`src/rtl/packet_rx.sv`:
```
// RMII/MII receive framer: preamble/SFD hunt, LSB-first byte assembly, header
// capture and FCS-stripped payload streaming with CRC-32 residue check.
module packet_rx #(
  parameter int MII_WIDTH       = 2,
  parameter int MAX_FRAME_BYTES = 1518,
  parameter int MIN_PREAMBLE    = 4
) (
  input  logic                 clk,
  input  logic                 rst,
  input  logic                 rx_dv,
  input  logic [MII_WIDTH-1:0] rxd,
  output logic [7:0]           m_axis_tdata,
  output logic                 m_axis_tvalid,
  output logic                 m_axis_tlast,
  output logic                 m_axis_tuser,
  output logic [111:0]         header,
  output logic                 header_valid,
  output logic                 frame_ok,
  output logic                 frame_err
);

  localparam int SYMS = 8 / MII_WIDTH;
  localparam int SC_W = $clog2(SYMS);
  localparam int PC_W = $clog2(MIN_PREAMBLE + 1);
  localparam int BC_W = $clog2(MAX_FRAME_BYTES + 2);
  localparam logic [MII_WIDTH-1:0] PRE_SYM = {(MII_WIDTH/2){2'b01}};
  localparam logic [MII_WIDTH-1:0] SFD_SYM = PRE_SYM | {1'b1, {(MII_WIDTH-1){1'b0}}};
  localparam logic [31:0] CRC_RESIDUE = 32'hDEBB20E3;
  localparam logic [BC_W-1:0] BC_OVER = BC_W'(MAX_FRAME_BYTES + 1);

  typedef enum logic [2:0] {S_IDLE, S_PREAMBLE, S_HEADER, S_DATA, S_DROP} state_t;
  state_t r_state, w_state_next;

  logic [SC_W-1:0]        r_sym_cnt;
  logic [PC_W-1:0]        r_pre_cnt;
  logic [BC_W-1:0]        r_byte_cnt;
  logic [7-MII_WIDTH:0]   r_byte_sh;
  logic [31:0]            r_crc;
  logic [39:0]            r_dl;
  logic [2:0]             r_dl_cnt;
  logic [103:0]           r_hdr_sh;
  logic                   r_seen_idle;

  logic [7:0]      w_byte;
  logic [31:0]     w_crc_next;
  logic [BC_W-1:0] w_byte_cnt_next;
  logic            w_in_frame, w_byte_done, w_sfd;
  logic            w_emit, w_last, w_user, w_hv, w_ok, w_err;

  function automatic logic [31:0] crc_step(input logic [31:0] c, input logic [MII_WIDTH-1:0] d);
    logic [31:0] r;
    r = c;
    for (int unsigned i = 0; i < MII_WIDTH; i++)
      r = (r >> 1) ^ ((r[0] ^ d[i]) ? 32'hEDB88320 : 32'h0);
    return r;
  endfunction

  assign w_byte          = {rxd, r_byte_sh};
  assign w_crc_next      = crc_step(r_crc, rxd);
  assign w_in_frame      = (r_state == S_HEADER) || (r_state == S_DATA);
  assign w_byte_done     = rx_dv && w_in_frame && (r_sym_cnt == SC_W'(SYMS - 1));
  assign w_byte_cnt_next = (r_byte_cnt == BC_OVER) ? r_byte_cnt : r_byte_cnt + 1'b1;

  always_ff @(posedge clk) begin
    if (rst) r_state <= S_IDLE;
    else     r_state <= w_state_next;
  end

  always_comb begin
    w_state_next = r_state;
    w_sfd  = 1'b0;
    w_emit = 1'b0;
    w_last = 1'b0;
    w_user = 1'b0;
    w_hv   = 1'b0;
    w_ok   = 1'b0;
    w_err  = 1'b0;
    case (r_state)
      // After reset, a frame already in progress is ignored until rx_dv drops.
      S_IDLE: if (rx_dv && r_seen_idle) w_state_next = S_PREAMBLE;
      S_PREAMBLE: begin
        if (!rx_dv) w_state_next = S_IDLE;
        else if (rxd == SFD_SYM && r_pre_cnt >= PC_W'(MIN_PREAMBLE)) begin
          w_state_next = S_HEADER;
          w_sfd        = 1'b1;
        end else if (rxd != PRE_SYM) w_state_next = S_DROP;
      end
      S_HEADER: begin
        if (!rx_dv) begin
          w_err        = 1'b1;
          w_state_next = S_IDLE;
        end else if (w_byte_done && r_byte_cnt == BC_W'(13)) begin
          w_hv         = 1'b1;
          w_state_next = S_DATA;
        end
      end
      S_DATA: begin
        if (!rx_dv) begin
          w_state_next = S_IDLE;
          if (r_dl_cnt == 3'd5) begin
            w_emit = 1'b1;
            w_last = 1'b1;
            w_user = (r_crc != CRC_RESIDUE) || (r_sym_cnt != '0);
            w_ok   = !w_user;
            w_err  = w_user;
          end else begin
            w_err = 1'b1;
          end
        end else if (w_byte_done) begin
          if (w_byte_cnt_next == BC_OVER) begin
            w_emit       = 1'b1;
            w_last       = 1'b1;
            w_user       = 1'b1;
            w_err        = 1'b1;
            w_state_next = S_DROP;
          end else if (r_dl_cnt == 3'd5) begin
            w_emit = 1'b1;
          end
        end
      end
      S_DROP:  if (!rx_dv) w_state_next = S_IDLE;
      default: w_state_next = S_IDLE;
    endcase
  end

  always_ff @(posedge clk) begin
    if (rst) begin
      r_sym_cnt     <= '0;
      r_pre_cnt     <= '0;
      r_byte_cnt    <= '0;
      r_byte_sh     <= '0;
      r_crc         <= '0;
      r_dl          <= '0;
      r_dl_cnt      <= '0;
      r_hdr_sh      <= '0;
      r_seen_idle   <= 1'b0;
      m_axis_tdata  <= '0;
      m_axis_tvalid <= 1'b0;
      m_axis_tlast  <= 1'b0;
      m_axis_tuser  <= 1'b0;
      header        <= '0;
      header_valid  <= 1'b0;
      frame_ok      <= 1'b0;
      frame_err     <= 1'b0;
    end else begin
      if (!rx_dv) r_seen_idle <= 1'b1;

      if (w_sfd)      r_sym_cnt <= '0;
      else if (rx_dv) r_sym_cnt <= r_sym_cnt + 1'b1;

      if (rx_dv) r_byte_sh <= w_byte[7:MII_WIDTH];

      // The first symbol after rx_dv rises counts towards the preamble.
      if (r_state == S_IDLE)
        r_pre_cnt <= (rx_dv && rxd == PRE_SYM) ? PC_W'(1) : '0;
      else if (r_state == S_PREAMBLE && rxd == PRE_SYM && r_pre_cnt != PC_W'(MIN_PREAMBLE))
        r_pre_cnt <= r_pre_cnt + 1'b1;

      if (w_sfd)                    r_crc <= 32'hFFFFFFFF;
      else if (rx_dv && w_in_frame) r_crc <= w_crc_next;

      if (w_sfd)            r_byte_cnt <= '0;
      else if (w_byte_done) r_byte_cnt <= w_byte_cnt_next;

      if (w_byte_done && r_state == S_HEADER) r_hdr_sh <= {r_hdr_sh[95:0], w_byte};
      if (w_hv) header <= {r_hdr_sh, w_byte};

      if (w_sfd) r_dl_cnt <= '0;
      else if (w_byte_done && r_state == S_DATA) begin
        r_dl <= {w_byte, r_dl[39:8]};
        if (r_dl_cnt != 3'd5) r_dl_cnt <= r_dl_cnt + 1'b1;
      end

      m_axis_tvalid <= w_emit;
      m_axis_tlast  <= w_last;
      m_axis_tuser  <= w_user;
      if (w_emit) m_axis_tdata <= r_dl[7:0];
      header_valid  <= w_hv;
      frame_ok      <= w_ok;
      frame_err     <= w_err;
    end
  end

endmodule
```
`config.mk`:
```
export PLATFORM = sky130hd
export DESIGN_NAME = packet_rx
export DESIGN_NICKNAME = d
export VERILOG_FILES = /design/src/rtl/packet_rx.sv
export SDC_FILE = /design/constraint.sdc
export NUM_CORES = 1
export LEC_CHECK = 0
export BUFFER_PORTS_ARGS = -buffer_cell sky130_fd_sc_hd__buf_2
export CAP_MARGIN = 0
export CORE_ASPECT_RATIO = 0.75
export CORE_MARGIN = 10
export CORE_UTILIZATION = 35
export CTS_CLUSTER_DIAMETER = 50
export CTS_CLUSTER_SIZE = 20
export DETAILED_ROUTE_END_ITERATION = 12
export HOLD_SLACK_MARGIN = 0.06
export SLEW_MARGIN = 5
export SYNTH_ARGS = -nofsm -noshare
export SYNTH_HDL_FRONTEND = slang
export SYNTH_SLANG_ARGS = --single-unit
```
`constraint.sdc`:
```
create_clock -name clk -period 5.7 [get_ports clk]
set_input_delay 0.57 -clock clk [delete_from_list [all_inputs] [get_ports clk]]
set_output_delay 0.57 -clock clk [all_outputs]
set_load 0.005 [all_outputs]
```
==> flow_summary.toml, run 1 <==
[run_status]
status = "complete, no violations"

[clocking]
post_cts_resized = 0
htree_levels = 1
clk_latency_ns = 0.58
cts_sinks = 331
cts-buffers-inserted = 30
path_clk_slew_ns = 0.08
cts_tree = "yes"
postCtsSetupRepairBufs = 0
hold_buffers = 0
ctsLongestPathBuffers = 3
cts_root_buffer = "clkbuf_16"

[floorplan]
row_count = 59
core_mm2 = 0.0350
fp.dieArea_mm2 = 0.0439
io_pins = 131
die_height_um = 184
die_x_um = 239
initial_utilization_pct = 35.8

[yosys]
synth_area_leaders = "dfxtp_1 53%, nand2_1 16%, a21oi_1 11%"
syn_nets = 1557
ys_ff_latch = 331
synth_area_mm2 = 0.0125
synth_ff_type = "dfxtp_1"
yosysWarnings = 0
synthDominantCellAreaShare_pct = 52.8
synth_area_per_cell_um2 = 8.12
synth_area_leader_cell = "dfxtp_1"
syn_inst = 1544
synthDistinctLibCells = 60
async_flop_share_pct = 0
yosysSeqAreaShare_pct = 52.8
synth_top_cells_by_count = "526 x nand2_1, 331 x dfxtp_1, 269 x a21oi_1"
synth_edf_count = 0
synth.most_common_cell = "nand2_1"

[sta]
clock_skew_ns = 0.0228
max_freq_ghz = 0.318
relSlewSlack_pct = 24.6
tightest_slew_ns = 1.13
post-route-min-period_ns = 3.14
finalHoldViolCount = 0
slew_viol_final = 0
fin_tns_setup_ns = 0
grt_setup_unrepaired = "no"
finalCritPeriodShare_pct = 55.1
setup_viol = 0

[routing]
num_vias = 10200
vias_per_cell = 4.91
drtPass1Iterations = 5
wl_um = 31400
initialDrtViolationCount = 755
antenna_left = 0
routedWlPerCell_um = 15.1
drc_errors = 0

[critical_path]
cp-start-kind = "register"
cp-end-kind = "register"
path_class = "reg -> reg"
cp.required_ns = 6.19
worstPathArrival_ns = 3.63
cp_max_fo = 75

[grt]
antenna_found_initial = 0
grt_pass1_vias = 9625
grt_pass1_wl_um = 50700
grt_max_degree = 140
grt_overflow = 0
grtUsageTotal_pct = 13.7

[cells_and_area]
antennaDiodeCount = 0
nets = 1608
final_area_mm2 = 0.0145
syn_to_final_growth_pct = 15.4
fill_cells = 3609
layout-drive-gt1-share_pct = 14.1

[pwr]
power.density_mw_per_mm2 = 324
p_leak_nw = 5.17
ir_drop_v = 0.000225

[flow_run]
max_cap_viol_count = 0

[placement]
dp_hpwl_um = 20000
io_buffer_count = 130
place_congestion = 0.854
dpl-instance-area_mm2 = 0.0133

[worst_hold_path]
hold_class = "in -> reg"
-- placed cells by master, fill, tap and decap left out, drive strengths merged, types with 3 or more instances in the layout --
| master | netlist | layout |
|---|---|---|
| xnor2 | 17 | 17 |
| xor2 | 17 | 17 |
| o21ai | 7 | 7 |
| nand3b | 3 | 3 |
| nor3 | 59 | 59 |
| a211oi | 23 | 23 |
| nand4 | 7 | 7 |
| dfxtp | 331 | 331 |
| clkbuf | 94 | 34 |
| and2 | 4 | 4 |
| nand2b | 5 | 5 |
| nand4b | 4 | 4 |
| bufinv | 0 | 4 |
| buf | 27 | 140 |
| inv | 14 | 24 |
| nor2 | 48 | 48 |
| ha | 8 | 8 |
| nand3 | 12 | 12 |
| mux2i | 16 | 16 |
| clkinv | 0 | 4 |
| and3 | 3 | 3 |
| nand2 | 526 | 526 |
| and4 | 3 | 3 |
| nor4 | 5 | 5 |
| or2b | 15 | 15 |
| a21oi | 269 | 269 |
-- per-stage QoR --
stage / std cells / utilization [%] / total power [mW] / setup WS (ns) / hold slack [ns]
final: 2074 / 41.4 / 4.69 / 2.56 / 0.393
after global placement: 2020 / 38.1 / 2.48 / 2.63 / 0.436
after floorplan: 1544 / - / 2.46 / 3.64 / 0.431
after CTS: 2074 / 41.4 / 4.76 / 2.56 / 0.360
after detailed placement: 2020 / 38.1 / 2.48 / 2.54 / 0.443
after global routing: 2074 / 41.4 / 4.85 / 2.28 / 0.395
-- kinds of logic after synthesis --
logic type	after synthesis	synth area share [%]
compound gates	313	13.4
xor+xnor	34	2.73
fa+ha+maj	8	0.798
buf+inv	135	4.80
flops	331	52.8
mux	16	1.28
simple gates	707	24.1
-- report_power, final --
part / total, mW / switching, mW / leakage (nW) / internal (mW)
Sequential: 2.33 / 0.0134 / 2.67 / 2.32
Clock: 2.27 / 1.00 / 0.548 / 1.27
Combinational: 0.0945 / 0.0681 / 1.96 / 0.0264
-- critical path, stage by stage, from the launching register on --
cell,delay [ns]
dfxtp_1,0.50
ha_1,0.20
nor4b_1,0.62
and3_4,0.84
buf_4,0.50
nand2_1,0.13
a21oi_1,0.16
-- final timing paths --
check | depth (start not counted) | from | slack [ns] | to
max | 6 | r_byte_cnt[0]$_SDFFE_PP0N_ | 2.56 | header[93]$_SDFFE_PP0P_
min | 2 | rx_dv | 0.39 | r_seen_idle$_SDFFE_PP0N_
max reg2reg | 6 | r_byte_cnt[0]$_SDFFE_PP0N_ | 2.56 | header[93]$_SDFFE_PP0P_
min reg2reg | 2 | r_dl[8]$_SDFFE_PP0P_ | 0.45 | r_dl[0]$_SDFFE_PP0P_
-- flip-flops by register name, summed over array words and instances, names as in the netlist --
signal,flops
frame_ok,1
r_crc,32
r_state,3
r_pre_cnt,3
r_dl,40
r_seen_idle,1
header,112
header_valid,1
m_axis_tlast,1
frame_err,1
r_dl_cnt,3
m_axis_tvalid,1
r_hdr_sh,104
m_axis_tuser,1
r_sym_cnt,2
r_byte_cnt,11
m_axis_tdata,8
r_byte_sh,6
-- final cells by class --
cell class              instances  area [um2]  share of cell area (%)
clock buffers                  34         817                    5.65
clock inverters                20         318                    2.20
inverters                      14        52.6                   0.363
multi-input cells            1078        5350                    37.0
flip-flops and latches        331        6630                    45.8
well taps                     457         572                    3.95
repair buffers                140         736                    5.08
-- routing by layer --
metal / up-vias / part of all wire (%) / track usage (%)
met2: 160 / 45 / 21.7
met3: 38 / 4.6 / 2.92
met5: - / 0 / 0
met4: 0 / 1.8 / 3.20
met1: 4801 / 49 / 18.7
li1: 5184 / - / -
(Power assumes the default switching activity.)
==> inputs of run 2 (changes only) <==
Settings changed: ABC_AREA set to 1.
Clock period 5.7 ns to 2.81 ns, I/O delays scaled along.
==> run 2 against run 1 <==
  * Routed wire length up 5.5%
  * Utilization rose by 0.14 points
  * Highest routed layer unchanged
  * Clock skew up 0.0016 ns
  * Largest cell class unchanged
  * Worst hold slack got worse by 0.32 ns
  * Largest power group unchanged
==> flow_summary.toml, run 2 <==
[run_status]
status = "complete, no violations"

[sta]
finalHoldViolCount = 0
tightest_slew_ns = 1.11
max_freq_ghz = 0.443
whs_ns = 0.0783
post-route-min-period_ns = 2.26
fin_tns_setup_ns = 0
slew_viol_final = 0
setup_viol = 0
relSlewSlack_pct = 26.0
grt_setup_unrepaired = "no"
worst_slack_ns = 0.551
clock_skew_ns = 0.0244
finalCritPeriodShare_pct = 80.4

[critical_path]
worstPathArrival_ns = 2.68
cp-start-kind = "register"
path_class = "reg -> reg"
crit_start = "r_byte_cnt[0]$_SDFFE_PP0N_"
cp.required_ns = 3.23
r2r-start = "r_byte_cnt[0]$_SDFFE_PP0N_"
cp-end-kind = "register"
cp_max_fo = 17

[clocking]
htree_levels = 2
ctsLongestPathBuffers = 3
cts_sinks = 331
path_clk_slew_ns = 0.07
cts_tree = "yes"
post_cts_resized = 0
cts-buffers-inserted = 35
postCtsSetupRepairBufs = 0
clk_latency_ns = 0.53
hold_buffers = 0
cts_root_buffer = "clkbuf_16"

[floorplan]
row_count = 61
io_pins = 131
die_x_um = 243
initial_utilization_pct = 35.3
fp.dieArea_mm2 = 0.0454
die_height_um = 187
core_mm2 = 0.0369

[cells_and_area]
multiInputGateArea_mm2 = 0.00519
final_cell_mix = "330 x dfxtp_1, 305 x nor2_1, 197 x inv_1"
seqCellArea_mm2 = 0.00663
nets = 1700
layout-drive-gt1-share_pct = 16.1
largest_register = "header"
reg_top3 = "header x112, r_hdr_sh x104, r_dl x40"
final_common_cell = "dfxtp_1"
syn_to_final_growth_pct = 17.6
final_cells = 2217
fill_cells = 3701
largest_reg_flops = 112
antennaDiodeCount = 0

[grt]
grt_max_degree = 129
grt_overflow = 0
grtUsageTotal_pct = 14.2
grt_pass1_vias = 10200
grt_pass1_wl_um = 54500
antenna_found_initial = 0

[yosys]
synth_area_leader_cell = "dfxtp_1"
synth_area_per_cell_um2 = 8.07
syn_nets = 1626
synth_area_leaders = "dfxtp_1 51%, nor2_1 8.8%, o21ai_0 6.7%"
synth_top_cells_by_count = "331 x dfxtp_1, 306 x nor2_1, 198 x inv_1"
synth.most_common_cell = "dfxtp_1"
async_flop_share_pct = 0
yosysSeqAreaShare_pct = 50.9
synth_edf_count = 0
synth_ff_type = "dfxtp_1"
synthDominantCellAreaShare_pct = 50.9
syn_inst = 1613
ys_ff_latch = 331
yosysWarnings = 0
synth_area_mm2 = 0.0130
synthDistinctLibCells = 35

[routing]
drc_errors = 0
num_vias = 10800
routedWlPerCell_um = 14.9
vias_per_cell = 4.87
initialDrtViolationCount = 843
wl_um = 33100
antenna_left = 0
drtPass1Iterations = 5

[placement]
dp_hpwl_um = 21100
io_buffer_count = 130
dp_cells = 2154
place_congestion = 0.829
dp_slack_ns = 0.515

[pwr]
p_leak_nw = 6.74
ir_drop_v = 0.000309
power.density_mw_per_mm2 = 704

[flow_run]
max_cap_viol_count = 0

[worst_hold_path]
min_from = "rst"
hold_class = "in -> reg"
-- run 2: cell types whose count changed after synthesis, sizes merged, moves of 17 or more --
cell    previous run  this run
nand3             12        42
inv               14       201
nor2              48       309
nand2            526        87
a211oi            23       114
nor3              59       105
clkbuf            94        72
a21oi            269        63
o21ai              7       173
xnor2             17         0
-- run 2: cell type report --
cell class                      instances  area share, %
Sequential cell                       331           43.3
Multi-Input combinational cell        968           33.9
Clock buffer                           39           6.23
Timing Repair Buffer                  148           5.50
Inverter                              203           5.00
Tap cell                              504           4.12
Clock inverter                         24           1.89
-- run 2: worst max-delay path: stages, from the launching register on --
cell and delay [ns]:
dfxtp_1 0.40, ha_1 0.25, nand4_1 0.15, inv_1 0.12, nand2_1 0.11, o21ai_0 0.19
nand2_1 0.09, nor2_1 0.15, nand3_1 0.13, nand2_2 0.30, nand3_1 0.13, nand2_1 0.08
nor2_1 0.05
-- run 2: cells by family (layout without fill, tap and decap cells) --
kind of cell	count (synthesis)	after routing	share of synthesized area, %
DFF	331	331	50.9
and+or+nand+nor	562	562	18.2
xor gates and xnor gates	17	17	1.14
AOI/OAI and AO/OA	381	381	19.6
buffers and inverters	314	414	9.36
adders and majority gates	8	8	0.769
-- run 2: stage by stage --
stage | power, mW | util (%) | area (um2)
global route | 11.2 | 41.5 | 15300
CTS | 10.9 | 41.5 | 15300
floorplan | 5.70 | - | 13000
global placement | 5.94 | 38.1 | 14100
detailed placement | 5.95 | 38.1 | 14100
finish | 10.8 | 41.5 | 15300
-- run 2: metal layers --
| layer | routed length [um] | share of wire (%) | global-route usage, % |
|---|---|---|---|
| met1 | 16300 | 49 | 19.6 |
| met2 | 14000 | 42 | 21.0 |
| met3 | 2210 | 6.7 | 3.80 |
| met4 | 655 | 2.0 | 4.22 |
| met5 | 0 | 0 | 0 |
-- run 2: final timing paths --
path / end / slack [ns] / cells past startpoint
worst min-delay path: header[5]$_SDFFE_PP0P_ / 0.08 / 2
worst max register to register: m_axis_tdata[1]$_SDFFE_PP0P_ / 0.55 / 12
worst min register to register: r_dl[7]$_SDFFE_PP0P_ / 0.45 / 2
worst max-delay path: m_axis_tdata[1]$_SDFFE_PP0P_ / 0.55 / 12
-- run 2: report_power, final --
| part | internal, mW | switching [mW] | total (mW) |
|---|---|---|---|
| Sequential | 4.83 | 0.111 | 4.94 |
| Clock | 2.76 | 2.15 | 4.91 |
| Combinational | 0.252 | 0.661 | 0.913 |
